**src/rtl/mem_port_arbiter.sv**
```systemverilog
// mem_port_arbiter: shares one memory port between fetch and load/store, one transaction outstanding.
module mem_port_arbiter #(
  parameter int TIMEOUT = 15,
  parameter int MAX_CONSEC = 4
) (
  input  logic        clk,
  input  logic        rst,
  input  logic        if_valid,
  input  logic [31:0] if_addr,
  output logic        if_ready,
  output logic        if_rsp_valid,
  input  logic        ls_valid,
  input  logic        ls_we,
  input  logic [3:0]  ls_be,
  input  logic [31:0] ls_addr,
  input  logic [31:0] ls_wdata,
  output logic        ls_ready,
  output logic        ls_rsp_valid,
  output logic [31:0] rsp_rdata,
  output logic        rsp_err,
  output logic        mem_req,
  output logic        mem_we,
  output logic [3:0]  mem_be,
  output logic [31:0] mem_addr,
  output logic [31:0] mem_wdata,
  input  logic        mem_ack,
  input  logic [31:0] mem_rdata
);
  localparam logic [1:0] IDLE = 2'd0, BUSY_IF = 2'd1, BUSY_LS = 2'd2;
  localparam int WW = $clog2(TIMEOUT + 1);
  localparam int CW = $clog2(MAX_CONSEC + 1);
  logic [1:0] state;
  logic [WW-1:0] wait_cnt;
  logic [CW-1:0] consec_cnt;
  logic busy, fire, done;
  always_comb begin
    if_ready = state == IDLE && !rst && if_valid && (!ls_valid || consec_cnt == CW'(MAX_CONSEC));
    ls_ready = state == IDLE && !rst && ls_valid && !if_ready;
    busy = state != IDLE;
    // a late ack in the final wait cycle still wins over the timeout
    fire = busy && !mem_ack && wait_cnt == WW'(TIMEOUT - 1);
    done = busy && (mem_ack || fire);
  end
  always_ff @(posedge clk) begin
    if (rst) begin
      state <= IDLE;
      wait_cnt <= '0;
      consec_cnt <= '0;
      if_rsp_valid <= 1'b0;
      ls_rsp_valid <= 1'b0;
      rsp_rdata <= '0;
      rsp_err <= 1'b0;
      mem_req <= 1'b0;
      mem_we <= 1'b0;
      mem_be <= '0;
      mem_addr <= '0;
      mem_wdata <= '0;
    end else begin
      if_rsp_valid <= done && state == BUSY_IF;
      ls_rsp_valid <= done && state == BUSY_LS;
      rsp_err <= fire;
      rsp_rdata <= busy && mem_ack && !mem_we ? mem_rdata : '0;
      if (if_ready) begin
        state <= BUSY_IF;
        mem_req <= 1'b1;
        mem_we <= 1'b0;
        mem_be <= 4'hF;
        mem_addr <= if_addr;
        mem_wdata <= '0;
        wait_cnt <= '0;
        consec_cnt <= '0;
      end else if (ls_ready) begin
        state <= BUSY_LS;
        mem_req <= 1'b1;
        mem_we <= ls_we;
        mem_be <= ls_be;
        mem_addr <= ls_addr;
        mem_wdata <= ls_wdata;
        wait_cnt <= '0;
        if (if_valid && consec_cnt != CW'(MAX_CONSEC)) consec_cnt <= consec_cnt + 1'b1;
      end else if (done) begin
        state <= IDLE;
        mem_req <= 1'b0;
      end else if (busy) wait_cnt <= wait_cnt + 1'b1;
    end
  end
endmodule

```
**config.mk**
```make
export PLATFORM = sky130hd
export DESIGN_NAME = mem_port_arbiter
export DESIGN_NICKNAME = d
export VERILOG_FILES = /design/src/rtl/mem_port_arbiter.sv
export SDC_FILE = /design/constraint.sdc
export NUM_CORES = 1
export LEC_CHECK = 0
export ABC_AREA = 1
export CAP_MARGIN = 10
export CORE_UTILIZATION = 35
export CTS_BUF_LIST = sky130_fd_sc_hd__clkbuf_4
export CTS_CLUSTER_SIZE = 25
export DETAILED_ROUTE_END_ITERATION = 16
export GPL_TIMING_DRIVEN = 0
export PLACE_DENSITY = 0.74
export SETUP_SLACK_MARGIN = 0.05
export SLEW_MARGIN = 20
export SYNTH_ARGS = -nofsm -noshare
export SYNTH_HDL_FRONTEND = slang
export SYNTH_SLANG_ARGS = --single-unit
```
**constraint.sdc**
```tcl
create_clock -name clk -period 2.1 [get_ports clk]
set_input_delay 0.63 -clock clk [delete_from_list [all_inputs] [get_ports clk]]
set_output_delay 0.63 -clock clk [all_outputs]
set_load 0.02 [all_outputs]
```
Word-level counts from Yosys, hierarchy flattened
Cells that the tools add are included.
W data, S select, Z words.
{"block": "word_totals", "regBits": 114, "inputBits": 138, "output_inout_bits": 107, "wordCells": 62}
{"block": "classes", "n_addsub": 2, "n_eq_ne": 5, "n_mux": 10, "bitwise": 2, "reduce_logical": 30}
{"cell": "$mux W32", "n": 2}
{"cell": "$logic_and A1 B1 Y1", "n": 13}
{"cell": "$mux W4", "n": 2}
{"cell": "$reduce_bool A2 Y1", "n": 3}
{"cell": "$logic_not A1 Y1", "n": 5}
{"cell": "$add A4 B1 Y4 const B", "n": 1}
{"cell": "$eq A4 B4 Y1 const B", "n": 1}
{"cell": "$mux W1", "n": 4}
{"cell": "$mux W2", "n": 2}
{"cell": "$reduce_and A2 Y1", "n": 2}
{"cell": "$reduce_or A2 Y1", "n": 2}
{"cell": "$add A3 B1 Y3 const B", "n": 1}
{"cell": "$eq A3 B3 Y1 const B", "n": 1}
{"cell": "$ne A3 B3 Y1 const B", "n": 1}
{"cell": "$reduce_bool A3 Y1", "n": 1}
{"cell": "$reduce_or A3 Y1", "n": 1}
{"cell": "$eq A2 B1 Y1 const B", "n": 1}
{"cell": "$eq A2 B2 Y1 const B", "n": 1}
{"cell": "$logic_not A2 Y1", "n": 1}
{"cell": "$logic_or A1 B1 Y1", "n": 2}
{"cell": "$not A1 Y1", "n": 2}

Longest topological paths before layout
Gate-level depths: netlist (run 1).
{"block": "depth", "depth_word": 8, "mapped_depth": 9, "depth_no_buf": 8}

Worst setup path before layout (run 1)
OpenSTA, ideal clock, no wires.
{"block": "synth_timing", "kind": "input to output", "start": "input port ls_valid", "end": "output port ls_ready", "arrival_ps": 1360, "required_time_ps": 1470, "setup_slack_ps": 110, "cell_stages": 5, "n_path_buf": 1, "cell_sequence": "inv_2 > a21oi_2 > nor2_4 > nor2_4 > buf_4"}
{"block": "synth_between", "elab_chain_cells": 5}
{"item": "from (decl)", "line": "12", "source": "input logic ls_valid,"}
{"item": "$logic_not A1 Y1", "line": "37", "source": "if_ready = state == IDLE && !rst && if_valid && (!ls_valid || consec_cnt == CW'(MAX_CONSEC));"}
{"item": "$logic_or A1 B1 Y1", "line": "37"}
{"item": "$logic_and A1 B1 Y1", "line": "37"}
{"item": "$logic_not A1 Y1", "line": "38", "source": "ls_ready = state == IDLE && !rst && ls_valid && !if_ready;"}
{"item": "$logic_and A1 B1 Y1 (*)", "line": "38"}
{"item": "to (decl)", "line": "17", "source": "output logic ls_ready,"}
Mark *: on every way between the ends. The rest lies on a longest branch, timed or not.

Worst setup path in the final report (run 1)
{"block": "layout_timing", "start": "register consec_cnt[0]", "end": "output port ls_ready"}
{"block": "layout_between", "elab_chain_cells": 5}
{"item": "from (decl)", "line": "34", "source": "logic [CW-1:0] consec_cnt;"}
{"item": "from (signal assigned)", "line": "80", "source": "if (if_valid && consec_cnt != CW'(MAX_CONSEC)) consec_cnt <= consec_cnt + 1'b1;"}
{"item": "$eq A3 B3 Y1", "line": "37"}
{"item": "$logic_or A1 B1 Y1", "line": "37"}
{"item": "$logic_and A1 B1 Y1", "line": "37"}
{"item": "$logic_not A1 Y1", "line": "38"}
{"item": "$logic_and A1 B1 Y1", "line": "38"}
No other way between the ends.

==> out/results.md, run 1 <==
| Group | Metric | Value |
|---|---|---|
| hold path | Source of the worst hold timing path | mem_wdata[17]$_SDFFE_PP0P_ |
| global routing | Maximum number of pins on one net before global-route repair | 17 |
| floorplanning | Placeable core area | 12,900 sq um |
| detailed routing | Post-detailed-route wirelength per cell | 13.1 microns |
| sta | RSZ-0062 raised after global routing | true |
| detailed routing | Post-detailed-route via-to-cell ratio | 4.43 |
| synth | Net count of the mapped netlist | 795 |
| status | Run status | complete, but fails checks |
| cells and area | Core Util, Final | 0.597 |
| global routing | GR Util met3 | 0.0964 |
| detailed routing | Detail Route Antenna Nets | 0 |
| detailed routing | Number of design rule violations left after detail routing | 0 |
| global routing | Met2 track utilization from global routing | 0.356 |
| sta | Pins Over Slew Limit | 0 |
| floorplanning | I/O pin cnt | 245 |
| placement | Port Buf Inserts | 244 |
| synth | Mean area per synthesized cell | 7.21 sq um |
| synth | Dominant register cell in the synthesized netlist | dfxtp_1 |
| synth | Top-area cell type share of the netlist area | 0.485 |
| global routing | Layer with the highest usage | met2 |
| floorplanning | Die X | 118 microns |
| setup path | Arrival time of data at the critical path endpoint | 1.67 ns |
| cts | Number of clock sinks | 114 |
| synth | Top cell type by total area after synthesis | dfxtp_1 |
| sta | Post-Route Setup TNS | -0.315 ns |
| sta | Final critical-path required period | 2.30 ns |
| cts | CTS tree | yes |
| synth | Sequential-to-total area share from yosys stat | 0.485 |
| power and ir drop | Internal Pwr Total | 3.71 mW |
| cells and area | Fillcell total | 1,272 |
| setup path | Type of destination of the critical path | output pin |
| setup path | Startpoint of the worst register-to-register path | state[1]$_SDFFE_PP0P_ |
| power and ir drop | Clock network fraction of design power | 0.322 |
| sta | Final period util | 1.10 |
| global routing | Global-route congestion overflow total | 0 |
| synth | Main area contributors after synthesis | dfxtp_1, nor2_1, inv_1 |
| sta | Crit path setup slack, layout | -0.202 ns |
| sta | Upper clock frequency limit | 434 MHz |
| sta | Final setup fails | 2 |
| sta | Relative max-transition margin | 0.623 |
| power and ir drop | Power share of the combinational group | 0.227 |
| status | Failing checks | negative setup slack |
| setup path | Required time reported for the critical path endpoint | 1.47 ns |
| floorplanning | Standard-cell rows | 41 |
| detailed routing | First-iteration detailed-routing DRC count | 219 |
| power and ir drop | Ratio of total power to cell area | 679 nW/um^2 |
| power and ir drop | Pleak | 4.07 nW |
| power and ir drop | Sequential share of power | 0.451 |
| placement | Standard cell area after detailed placement | 7360 sq um |
| floorplanning | Initial core utilization | 0.365 |
| cts | Clock buffer count from CTS | 17 |
| global routing | Global-route track usage on met1 | 0.244 |
| synth | Count of yosys warnings during synthesis | 0 |
| synth | Cell count after synthesis | 653 |
| sta | Slew at the pin closest to its max-slew limit | 0.566 ns |
| placement | Worst slack, placed | -1.43 ns |
| sta | Worst clock skew | 0.0156 ns |
| cts | Number of H-tree levels | 4 |
| detailed routing | Number of optimization iterations in the first detailed-route pass | 4 |
| synth | Netlist area before placement | 4710 sq um |
| cells and area | Post-route standard cell area excluding fillers | 7690 sq um |
| power and ir drop | Net switching share of the total power | 0.289 |
| hold path | Hold path depth | 2 |
| placement | Placed wire-length estimate after detailed placement | 10.7 mm |
| setup path | Library cell contributing the largest single delay on the critical path | dfxtp_2 |
| setup path | CP max FO | 4 |
| setup path | CP delay by family, top | flip-flops |
| power and ir drop | Net Switching | 1.51 mW |
| power and ir drop | Overall power | 5.22 mW |
| setup path | Type of the setup path with the least slack | reg -> out |
| cts | Clock tree root driver cell | clkbuf_4 |
| detailed routing | Total vias in the final route | 4,942 |
| cells and area | Share of layout cells above drive strength 1 | 0.0901 |
| synth | Number of register bits inferred by synthesis | 114 |
| setup path | Combined buffer and inverter count along the critical path | 3 |
| synth | Unique cell type count in the Yosys netlist | 24 |
| setup path | Sort of element at the start of the critical path | flop |
| setup path | Cell depth of the worst flop-to-flop path | 8 |
| synth | Async SR Flop Fraction | 0 |
| cells and area | Area growth, synth to finish | 63.4% |
| placement | Global placer's final weighted congestion | 0.867 |
| cells and area | Final Net Count | 1,072 |
| sta | Endpoints failing hold | 0 |
| detailed routing | Final WL | 14.6 mm |
| power and ir drop | Max rail drop VDD | 0.450 mV |
| floorplanning | Die area | 13,900 sq um |
| cts | Clock transition time at the flip-flop clock pins of the worst setup and hold paths | 0.09 ns |
| floorplanning | Die H | 118 microns |
| global routing | Number of global-route vias before repair | 4,763 |
| global routing | Total track usage | 0.216 |
| global routing | Antenna violations before repair | 1 |
| synth | Number of enable flip-flop cells after synthesis | 0 |
| setup path | Largest incremental delay on the critical path | 0.35 ns |
| setup path | Flop2flop setup slack | 0.33 ns |
| setup path | CP cell instances | inv_2 -> ha_4 -> a21oi_4 -> nor2_4 -> nor2_4 -> buf_6 -> buf_6 |
| cts | Later-pin clock latency in the skew report | 0.53 ns |
| hold path | Kind of path behind the tightest hold check | reg -> reg |
| global routing | Global-route wire length before repair | 23.3 mm |
| setup path | RR Endpoint | mem_addr[7]$_SDFFE_PP0P_ |
| hold path | Worst hold path endpoint | mem_wdata[17]$_SDFFE_PP0P_ |
| cts | Buffer levels on the longest clock path | 2 |
| job | Max-capacitance violation count | 0 |
[power by group through the flow]
stage                     clock network, mW  registers (mW)  logic (mW)
after floorplan                           0            2.57       0.434
after global placement                    0            2.41        1.24
after detailed placement                  0            2.41        1.25
after CTS                              1.74            2.36        1.19
after global routing                   1.84            2.37        1.31
final                                  1.68            2.36        1.18
[cell families (layout without fill, tap and decap cells)]
logic type	Yosys count	after routing	synth area share
DFF	114	114	0.485
adders and majority gates	4	4	0.0106
and+or+nand+nor	304	304	0.289
other	0	1	0
AOI/OAI and AO/OA	82	82	0.0883
xor gates and xnor gates	1	1	0.00186
buffers and inverters	148	438	0.125
[area by class of cell]
cell class	count	area, sq um	share of cell area
inverter	112	420	0.0547
sequential	114	2290	0.298
buffer	36	179	0.0233
multi-input combinational	391	1870	0.244
timing repair buffer	258	2420	0.314
clock buffer	20	150	0.0195
antenna	1	2.50	0.000325
tap	172	215	0.0280
clock inverter	12	140	0.0182
[synthesized netlist by cell type (2+ instances only)]
cell / instances
dfxtp_1: 114
nor2_1: 113
inv_1: 110
nand2_1: 108
o21ai_0: 60
nand3_1: 41
nand3b_1: 32
buf_2: 16
clkbuf_1: 12
o21ai_1: 12
a21oi_1: 8
ha_1: 4
buf_1: 3
buf_4: 3
nor2_4: 3
clkbuf_2: 2
inv_2: 2
nand3_2: 2
nand4_1: 2
nor2_2: 2
[cell usage in the layout, fill, tap and decap left out]
master           synthesis  routed
clkdlybuf4s50_1          0     134
nor2_1                 113     113
dfxtp_1                114     110
inv_1                  110     108
nand2_1                108     108
dlygate4sd2_1            0     107
o21ai_0                 60      60
nand3_1                 41      41
nand3b_1                32      32
clkbuf_4                 0      20
buf_4                    3      16
buf_2                   16      15
clkbuf_1                12      12
o21ai_1                 12      12
a21oi_1                  8       8
inv_2                    2       4
nor2_4                   3       4
buf_6                    0       4
buf_1                    3       3
ha_1                     4       3
bufinv_16                0       3
clkinv_1                 0       3
clkinv_2                 0       3
dfxtp_2                  0       3
nand3_4                  0       2
clkbuf_2                 2       2
nand4_1                  2       2
clkinvlp_4               0       2
diode_2                  0       1
a21oi_4                  0       1
or2_2                    1       1
nor2_2                   2       1
xor2_1                   1       1
o22ai_1                  1       1
ha_4                     0       1
clkinv_4                 0       1
clkdlybuf4s15_2          0       1
dfxtp_4                  0       1
[registers in the layout (all words and copies together) (netlist names)]
name	count
rsp_rdata	32
rsp_err	1
ls_rsp_valid	1
mem_addr	32
mem_req	1
mem_be	4
mem_we	1
consec_cnt	3
if_rsp_valid	1
wait_cnt	4
state	2
mem_wdata	32
[metrics by stage]
step                      hold WS (ns)  std cells
final                            0.483       1116
after global routing             0.457       1116
after CTS                        0.452       1113
after detailed placement         0.472       1069
after global placement           0.463       1069
after floorplan                  0.464        653
[worst max path at each step]
stage / cells past startpoint / endpoint / startpoint
final: 7 / ls_ready / consec_cnt[0]$_SDFFE_PP0P_
after global routing: 7 / ls_ready / consec_cnt[0]$_SDFFE_PP0P_
after CTS: 7 / ls_ready / consec_cnt[0]$_SDFFE_PP0P_
after detailed placement: 7 / ls_ready / ls_valid
after global placement: 7 / ls_ready / ls_valid
after floorplan: 5 / ls_ready / ls_valid
[metal layers]
metal | vias up | wire length (microns)
met5 | - | 0
met4 | 0 | 187
met3 | 15 | 1450
met2 | 197 | 6780
met1 | 2170 | 6160
li1 | 2560 | -
[worst reg2reg max path: stages (launching register included)]
cell,delay [ns]
dfxtp_4,0.36
nor2_4,0.14
buf_4,0.13
nand3_4,0.10
nand2_1,0.37
buf_2,0.32
nand3_1,0.14
nand2_1,0.08
inv_1,0.03
[what timing repair did]
action | in CTS | in global routing
buffers inserted | 12 | 2
pin swaps | 6 | 3
endpoints found under the setup margin | 134 | 2
resized for setup | 137 | 1
hold buffers | 0 | 0
Note: power is estimated with default switching activity, not from simulation.
==> run 2: changes to the inputs <==
--- a/config.mk
+++ b/config.mk
@@ -13,6 +13,7 @@
 export DETAILED_ROUTE_END_ITERATION = 16
 export GPL_TIMING_DRIVEN = 0
 export PLACE_DENSITY = 0.74
+export REMOVE_ABC_BUFFERS = 1
 export SETUP_SLACK_MARGIN = 0.05
 export SLEW_MARGIN = 20
 export SYNTH_ARGS = -nofsm -noshare
==> constraint.sdc (replaced) <==
create_clock -name clk -period 2.18 [get_ports clk]
set_input_delay 0.654 -clock clk [delete_from_list [all_inputs] [get_ports clk]]
set_output_delay 0.654 -clock clk [all_outputs]
set_load 0.02 [all_outputs]
==> out/results.md, run 2 (synthesis results as in run 1) <==
| Group | Metric | Value |
|---|---|---|
| status | Run status | complete, but fails checks |
| status | Failing checks | negative setup slack |
| setup path | CP max FO | 3 |
| power and ir drop | Clock network fraction of design power | 0.274 |
| cells and area | Most common cell after layout, fill and taps aside | clkdlybuf4s50_1 |
| floorplanning | Initial core utilization | 0.365 |
| setup path | Library cell contributing the largest single delay on the critical path | clkdlybuf4s15_1 |
| job | Max-capacitance violation count | 0 |
| placement | Placed wire-length estimate after detailed placement | 9.35 mm |
| power and ir drop | Ratio of total power to cell area | 615 nW/um^2 |
| setup path | CP delay by family, top | buffers and inverters |
| cts | Total of hold buffers inserted after clock tree synthesis | 0 |
| cells and area | Area growth, synth to finish | 64.6% |
| floorplanning | Standard-cell rows | 41 |
| sta | Pins Over Slew Limit | 0 |
| sta | Upper clock frequency limit | 397 MHz |
| power and ir drop | Pleak | 4.23 nW |
| power and ir drop | Max rail drop VDD | 0.445 mV |
| power and ir drop | Net Switching | 1.44 mW |
| sta | RSZ-0062 raised after global routing | true |
| setup path | Required time reported for the critical path endpoint | 1.53 ns |
| sta | Crit path setup slack, layout | -0.339 ns |
| sta | Final period util | 1.16 |
| setup path | Arrival time of data at the critical path endpoint | 1.86 ns |
| floorplanning | Die area | 13,900 sq um |
| detailed routing | Number of optimization iterations in the first detailed-route pass | 5 |
| power and ir drop | Power share of the combinational group | 0.250 |
| global routing | Number of global-route vias before repair | 4,823 |
| setup path | Combined buffer and inverter count along the critical path | 5 |
| floorplanning | Die H | 118 microns |
| sta | Slew at the pin closest to its max-slew limit | 0.794 ns |
| cts | Clock tree root driver cell | clkbuf_4 |
| cells and area | Share of layout cells above drive strength 1 | 0.0816 |
| detailed routing | Number of design rule violations left after detail routing | 0 |
| sta | Final setup fails | 2 |
| cells and area | Core Util, Final | 0.602 |
| detailed routing | Post-detailed-route wirelength per cell | 14.6 microns |
| setup path | Type of the setup path with the least slack | in -> out |
| sta | Final critical-path required period | 2.52 ns |
| floorplanning | Placeable core area | 12,900 sq um |
| cts | Later-pin clock latency in the skew report | 0.51 ns |
| global routing | Total track usage | 0.233 |
| sta | Worst clock skew | 0.0183 ns |
| cts | Number of H-tree levels | 4 |
| cts | Buffer levels on the longest clock path | 2 |
| placement | Port Buf Inserts | 244 |
| setup path | Sort of element at the start of the critical path | primary input |
| sta | Endpoints failing hold | 0 |
| global routing | Antenna violations before repair | 1 |
| global routing | Global-route congestion overflow total | 0 |
| detailed routing | Final WL | 16.0 mm |
| setup path | Flop2flop setup slack | 0.13 ns |
| cells and area | Highest-count cells in the layout ignoring fill and taps | clkdlybuf4s50_1, nor2_1, dfxtp_1, inv_1, nand2_1 |
| setup path | Type of destination of the critical path | output pin |
| sta | Post-Route Setup TNS | -0.611 ns |
| cts | Clock buffer count from CTS | 17 |
| power and ir drop | Internal Pwr Total | 3.32 mW |
| placement | Global placer's final weighted congestion | 0.770 |
| floorplanning | Die X | 118 microns |
| setup path | CP cell instances | clkdlybuf4s15_1 -> inv_2 -> a21oi_4 -> clkbuf_16 -> nor2_4 -> buf_6 -> nor2_4 -> buf_6 |
| sta | Worst hold margin | 0.482 ns |
| power and ir drop | Sequential share of power | 0.477 |
| cts | CTS tree | yes |
| cts | Number of clock sinks | 114 |
| cells and area | Final Net Count | 1,052 |
| power and ir drop | Net switching share of the total power | 0.302 |
| cts | Clock transition time at the flip-flop clock pins of the worst setup and hold paths | 0.10 ns |
| hold path | Kind of path behind the tightest hold check | reg -> reg |
| global routing | Maximum number of pins on one net before global-route repair | 40 |
| detailed routing | First-iteration detailed-routing DRC count | 276 |
| detailed routing | Post-detailed-route via-to-cell ratio | 4.50 |
| cells and area | Largest regs | mem_addr (32), mem_wdata (32), rsp_rdata (32) |
| sta | Relative max-transition margin | 0.470 |
| detailed routing | Detail Route Antenna Nets | 0 |
| setup path | Largest incremental delay on the critical path | 0.33 ns |
| detailed routing | Total vias in the final route | 4,918 |
| floorplanning | I/O pin cnt | 245 |
| global routing | Global-route wire length before repair | 25.1 mm |
[run 2: cell types whose count changed in the layout (fill, tap and decap cells not counted), moves of 3 or more]
cell,change
buf_1,-3
nand3_2,+4
dlymetal6s2s_1,+14
buf_2,-14
buf_12,+3
clkbuf_1,-12
nor2_4,+3
dlygate4sd2_1,-15
[run 2: cell type report]
cell class | instances | area (sq um)
fillers | 1226 | 5130
repair buffers | 266 | 2620
flip-flops and latches | 114 | 2280
multi-input cells | 397 | 1950
inverters | 112 | 447
well taps | 172 | 215
clock buffers | 19 | 143
clock inverters | 9 | 70.1
repair inverters | 2 | 17.5
diodes | 1 | 2.50
[run 2: stage by stage]
| step | instances | setup slack, ns | cell area (sq um) | power [mW] |
|---|---|---|---|---|
| 5_1_grt | 1092 | -0.417 | 7750 | 5.04 |
| 2_1_floorplan | 617 | -1.29 | 4540 | 2.87 |
| 4_1_cts | 1087 | -0.374 | 7640 | 4.80 |
| 3_5_place_dp | 1035 | -3.06 | 7270 | 3.50 |
| 6_report | 1092 | -0.339 | 7750 | 4.76 |
| 3_3_place_gp | 1033 | -3.77 | 7190 | 3.48 |
[run 2: tightest hold or removal path: cells and delay by family (launching register included)]
kind	cells	cell delay (ns)
simple gates	2	0.12
flops	1	0.33
[run 2: power groups by stage]
stage	registers (mW)	clock network [mW]	logic (mW)
detailed placement	2.32	0	1.18
global placement	2.31	0	1.16
floorplan	2.48	0	0.388
CTS	2.27	1.35	1.18
finish	2.27	1.30	1.19
global route	2.29	1.46	1.30
[run 2: final timing paths]
check,startpoint,end,cells past startpoint
max,ls_valid,ls_ready,8
min,mem_wdata[30]$_SDFFE_PP0P_,mem_wdata[30]$_SDFFE_PP0P_,2
max reg2reg,state[1]$_SDFFE_PP0P_,mem_addr[29]$_SDFFE_PP0P_,7
min reg2reg,mem_wdata[30]$_SDFFE_PP0P_,mem_wdata[30]$_SDFFE_PP0P_,2
[run 2: metal layers]
metal  up-vias  part of all wire  routed length [microns]  global-route usage
met2       160              0.51                     8190               0.405
met1      2220              0.42                     6700               0.270
met4         0            0.0099                      159              0.0673
li1       2527                 -                        -                   -
met3        11             0.059                      939              0.0756
met5         -                 0                        0                   0
[run 2: timing repair]
item / in CTS / in global routing
cloned: 9 / 0
setup buffers: 15 / 4
gates resized for setup: 123 / 21
pin swaps: 8 / 2
setup endpoints to repair: 172 / 67
==> run 3: changes to the inputs <==
--- a/config.mk
+++ b/config.mk
@@ -7,6 +7,7 @@
 export LEC_CHECK = 0
 export ABC_AREA = 1
 export CAP_MARGIN = 10
+export CORE_MARGIN = 2
 export CORE_UTILIZATION = 35
 export CTS_BUF_LIST = sky130_fd_sc_hd__clkbuf_4
 export CTS_CLUSTER_SIZE = 25
==> constraint.sdc (replaced) <==
create_clock -name clk -period 3 [get_ports clk]
set_input_delay 0.9 -clock clk [delete_from_list [all_inputs] [get_ports clk]]
set_output_delay 0.9 -clock clk [all_outputs]
set_load 0.05 [all_outputs]
==> out/results.md, run 3 (synthesis results as in run 1) <==
| Group | Metric | Value |
|---|---|---|
| status | Run status | completed |
| cells and area | Number of non-filler instances in the completed layout | 1,091 |
| cts | Later-pin clock latency in the skew report | 0.54 ns |
| placement | Global placer's final weighted congestion | 0.780 |
| cts | Clock buffer count from CTS | 17 |
| setup path | Flop2flop setup slack | 0.67 ns |
| sta | Final setup fails | 0 |
| global routing | Antenna violations before repair | 1 |
| setup path | Type of destination of the critical path | output pin |
| cts | CTS tree | yes |
| sta | Crit path setup slack, layout | 0.131 ns |
| sta | RSZ-0062 raised after global routing | false |
| cells and area | Largest regs | mem_addr (32), mem_wdata (32), rsp_rdata (32) |
| sta | Post-Route Setup TNS | 0 ns |
| sta | Final critical-path required period | 2.87 ns |
| power and ir drop | Max rail drop VDD | 0.512 mV |
| sta | Upper clock frequency limit | 349 MHz |
| job | Max-capacitance violation count | 0 |
| cts | Buffer levels on the longest clock path | 2 |
| setup path | Sort of element at the start of the critical path | primary input |
| cts | Number of clock sinks | 114 |
| global routing | Total track usage | 0.227 |
| cells and area | Area of the multi-input gates | 1910 sq um |
| sta | Slew at the pin closest to its max-slew limit | 0.852 ns |
| placement | Port Buf Inserts | 244 |
| setup path | Type of the setup path with the least slack | in -> out |
| cells and area | Share of layout cells above drive strength 1 | 0.0755 |
| floorplanning | I/O pin cnt | 245 |
| setup path | Cell depth of the worst flop-to-flop path | 10 |
| sta | Worst clock skew | 0.0216 ns |
| hold path | Worst hold path endpoint | mem_wdata[26]$_SDFFE_PP0P_ |
| global routing | Global-route wire length before repair | 25.0 mm |
| hold path | Source of the worst hold timing path | mem_wdata[26]$_SDFFE_PP0P_ |
| floorplanning | Die area | 14,400 sq um |
| cells and area | Fillcell total | 1,226 |
| floorplanning | Initial core utilization | 0.357 |
| detailed routing | Post-detailed-route via-to-cell ratio | 4.46 |
| floorplanning | Die H | 120 microns |
| cells and area | Area growth, synth to finish | 66.4% |
| setup path | RR Endpoint | wait_cnt[0]$_SDFFE_PP0P_ |
| cts | Clock tree root driver cell | clkbuf_4 |
| sta | Final period util | 0.956 |
| setup path | Arrival time of data at the critical path endpoint | 1.97 ns |
| sta | Relative max-transition margin | 0.431 |
| floorplanning | Standard-cell rows | 42 |
| cells and area | Area of all sequential standard cells | 2280 sq um |
| global routing | Maximum number of pins on one net before global-route repair | 38 |
| detailed routing | Number of design rule violations left after detail routing | 0 |
| setup path | Required time reported for the critical path endpoint | 2.10 ns |
| placement | Standard cell area after detailed placement | 7280 sq um |
| hold path | Kind of path behind the tightest hold check | reg -> reg |
| cells and area | Highest-count cells in the layout ignoring fill and taps | clkdlybuf4s50_1, dfxtp_1, nor2_1, inv_1, nand2_1 |
| detailed routing | Detail Route Antenna Nets | 0 |
| cells and area | Most common cell after layout, fill and taps aside | clkdlybuf4s50_1 |
| hold path | Hold path depth | 2 |
| power and ir drop | Ratio of total power to cell area | 521 nW/um^2 |
| floorplanning | Die X | 120 microns |
| cells and area | Post-route standard cell area excluding fillers | 7830 sq um |
| placement | Placed instance count | 1,039 |
| power and ir drop | Pleak | 3.61 nW |
| detailed routing | Post-detailed-route wirelength per cell | 14.5 microns |
| sta | Pins Over Slew Limit | 0 |
| floorplanning | Placeable core area | 13,200 sq um |
| setup path | Startpoint of the worst register-to-register path | consec_cnt[0]$_SDFFE_PP0P_ |
| cells and area | Final Net Count | 1,043 |
| placement | Worst slack, placed | -2.95 ns |
| global routing | Global-route congestion overflow total | 0 |
| setup path | CP max FO | 18 |
| sta | Endpoints failing hold | 0 |
| cts | Clock transition time at the flip-flop clock pins of the worst setup and hold paths | 0.10 ns |
| placement | Placed wire-length estimate after detailed placement | 9.57 mm |
| cts | Number of H-tree levels | 4 |
| detailed routing | Number of optimization iterations in the first detailed-route pass | 7 |
| detailed routing | First-iteration detailed-routing DRC count | 276 |
| detailed routing | Final WL | 15.8 mm |
| detailed routing | Total vias in the final route | 4,871 |
| global routing | Number of global-route vias before repair | 4,641 |
[run 3: routing by layer]
| metal | GRT usage | wire length (microns) |
|---|---|---|
| met5 | 0 | 0 |
| met4 | 0.0941 | 395 |
| met3 | 0.0684 | 1040 |
| met2 | 0.369 | 7790 |
| met1 | 0.278 | 6590 |
[run 3: worst max-delay path, cell delays in order]
cell and delay (ns):
buf_2 0.24, inv_16 0.15, nand3_4 0.09, buf_12 0.18
nor2_4 0.19, buf_6 0.19
[run 3: per-stage QoR]
step	hold slack [ns]	power (mW)	util
6_report	0.491	4.08	0.594
5_1_grt	0.514	4.30	0.594
4_1_cts	0.495	4.13	0.594
3_5_place_dp	0.472	2.75	0.552
3_3_place_gp	0.460	2.74	0.546
2_1_floorplan	0.465	2.30	-
[run 3: how the worst max path moves through the flow]
stage                                     startpoint  endpoint  slack [ns]  cells after the start
after floorplan                                  rst  ls_ready       -1.14                      4
after global placement                           rst  ls_ready       -3.70                      6
after detailed placement                         rst  ls_ready       -2.95                      6
after CTS                                        rst  ls_ready        0.07                      6
after global routing      consec_cnt[0]$_SDFFE_PP0P_  ls_ready        0.07                      7
final                                            rst  ls_ready        0.13                      6
[run 3: report_power, final]
part / switching [mW] / internal [mW]
clock network: 0.647 / 0.666
logic: 0.661 / 0.457
registers: 0.0421 / 1.61
[run 3: repair_timing]
item / CTS / global route
buffers inserted: 9 / 1
pin swaps: 5 / 2
endpoints found under the setup margin: 80 / 2
hold buffers: 0 / 0
gates cloned: 9 / 0
gates resized for setup: 29 / 2
[run 3: layout make-up]
cell class                      count  share of cell area
Clock inverter                     15              0.0264
Timing Repair inverter              2             0.00224
Inverter                          112              0.0558
Tap cell                          176              0.0281
Clock buffer                       17              0.0163
Sequential cell                   114               0.291
Antenna cell                        1            0.000320
Timing Repair Buffer              258               0.335
Multi-Input combinational cell    396               0.244
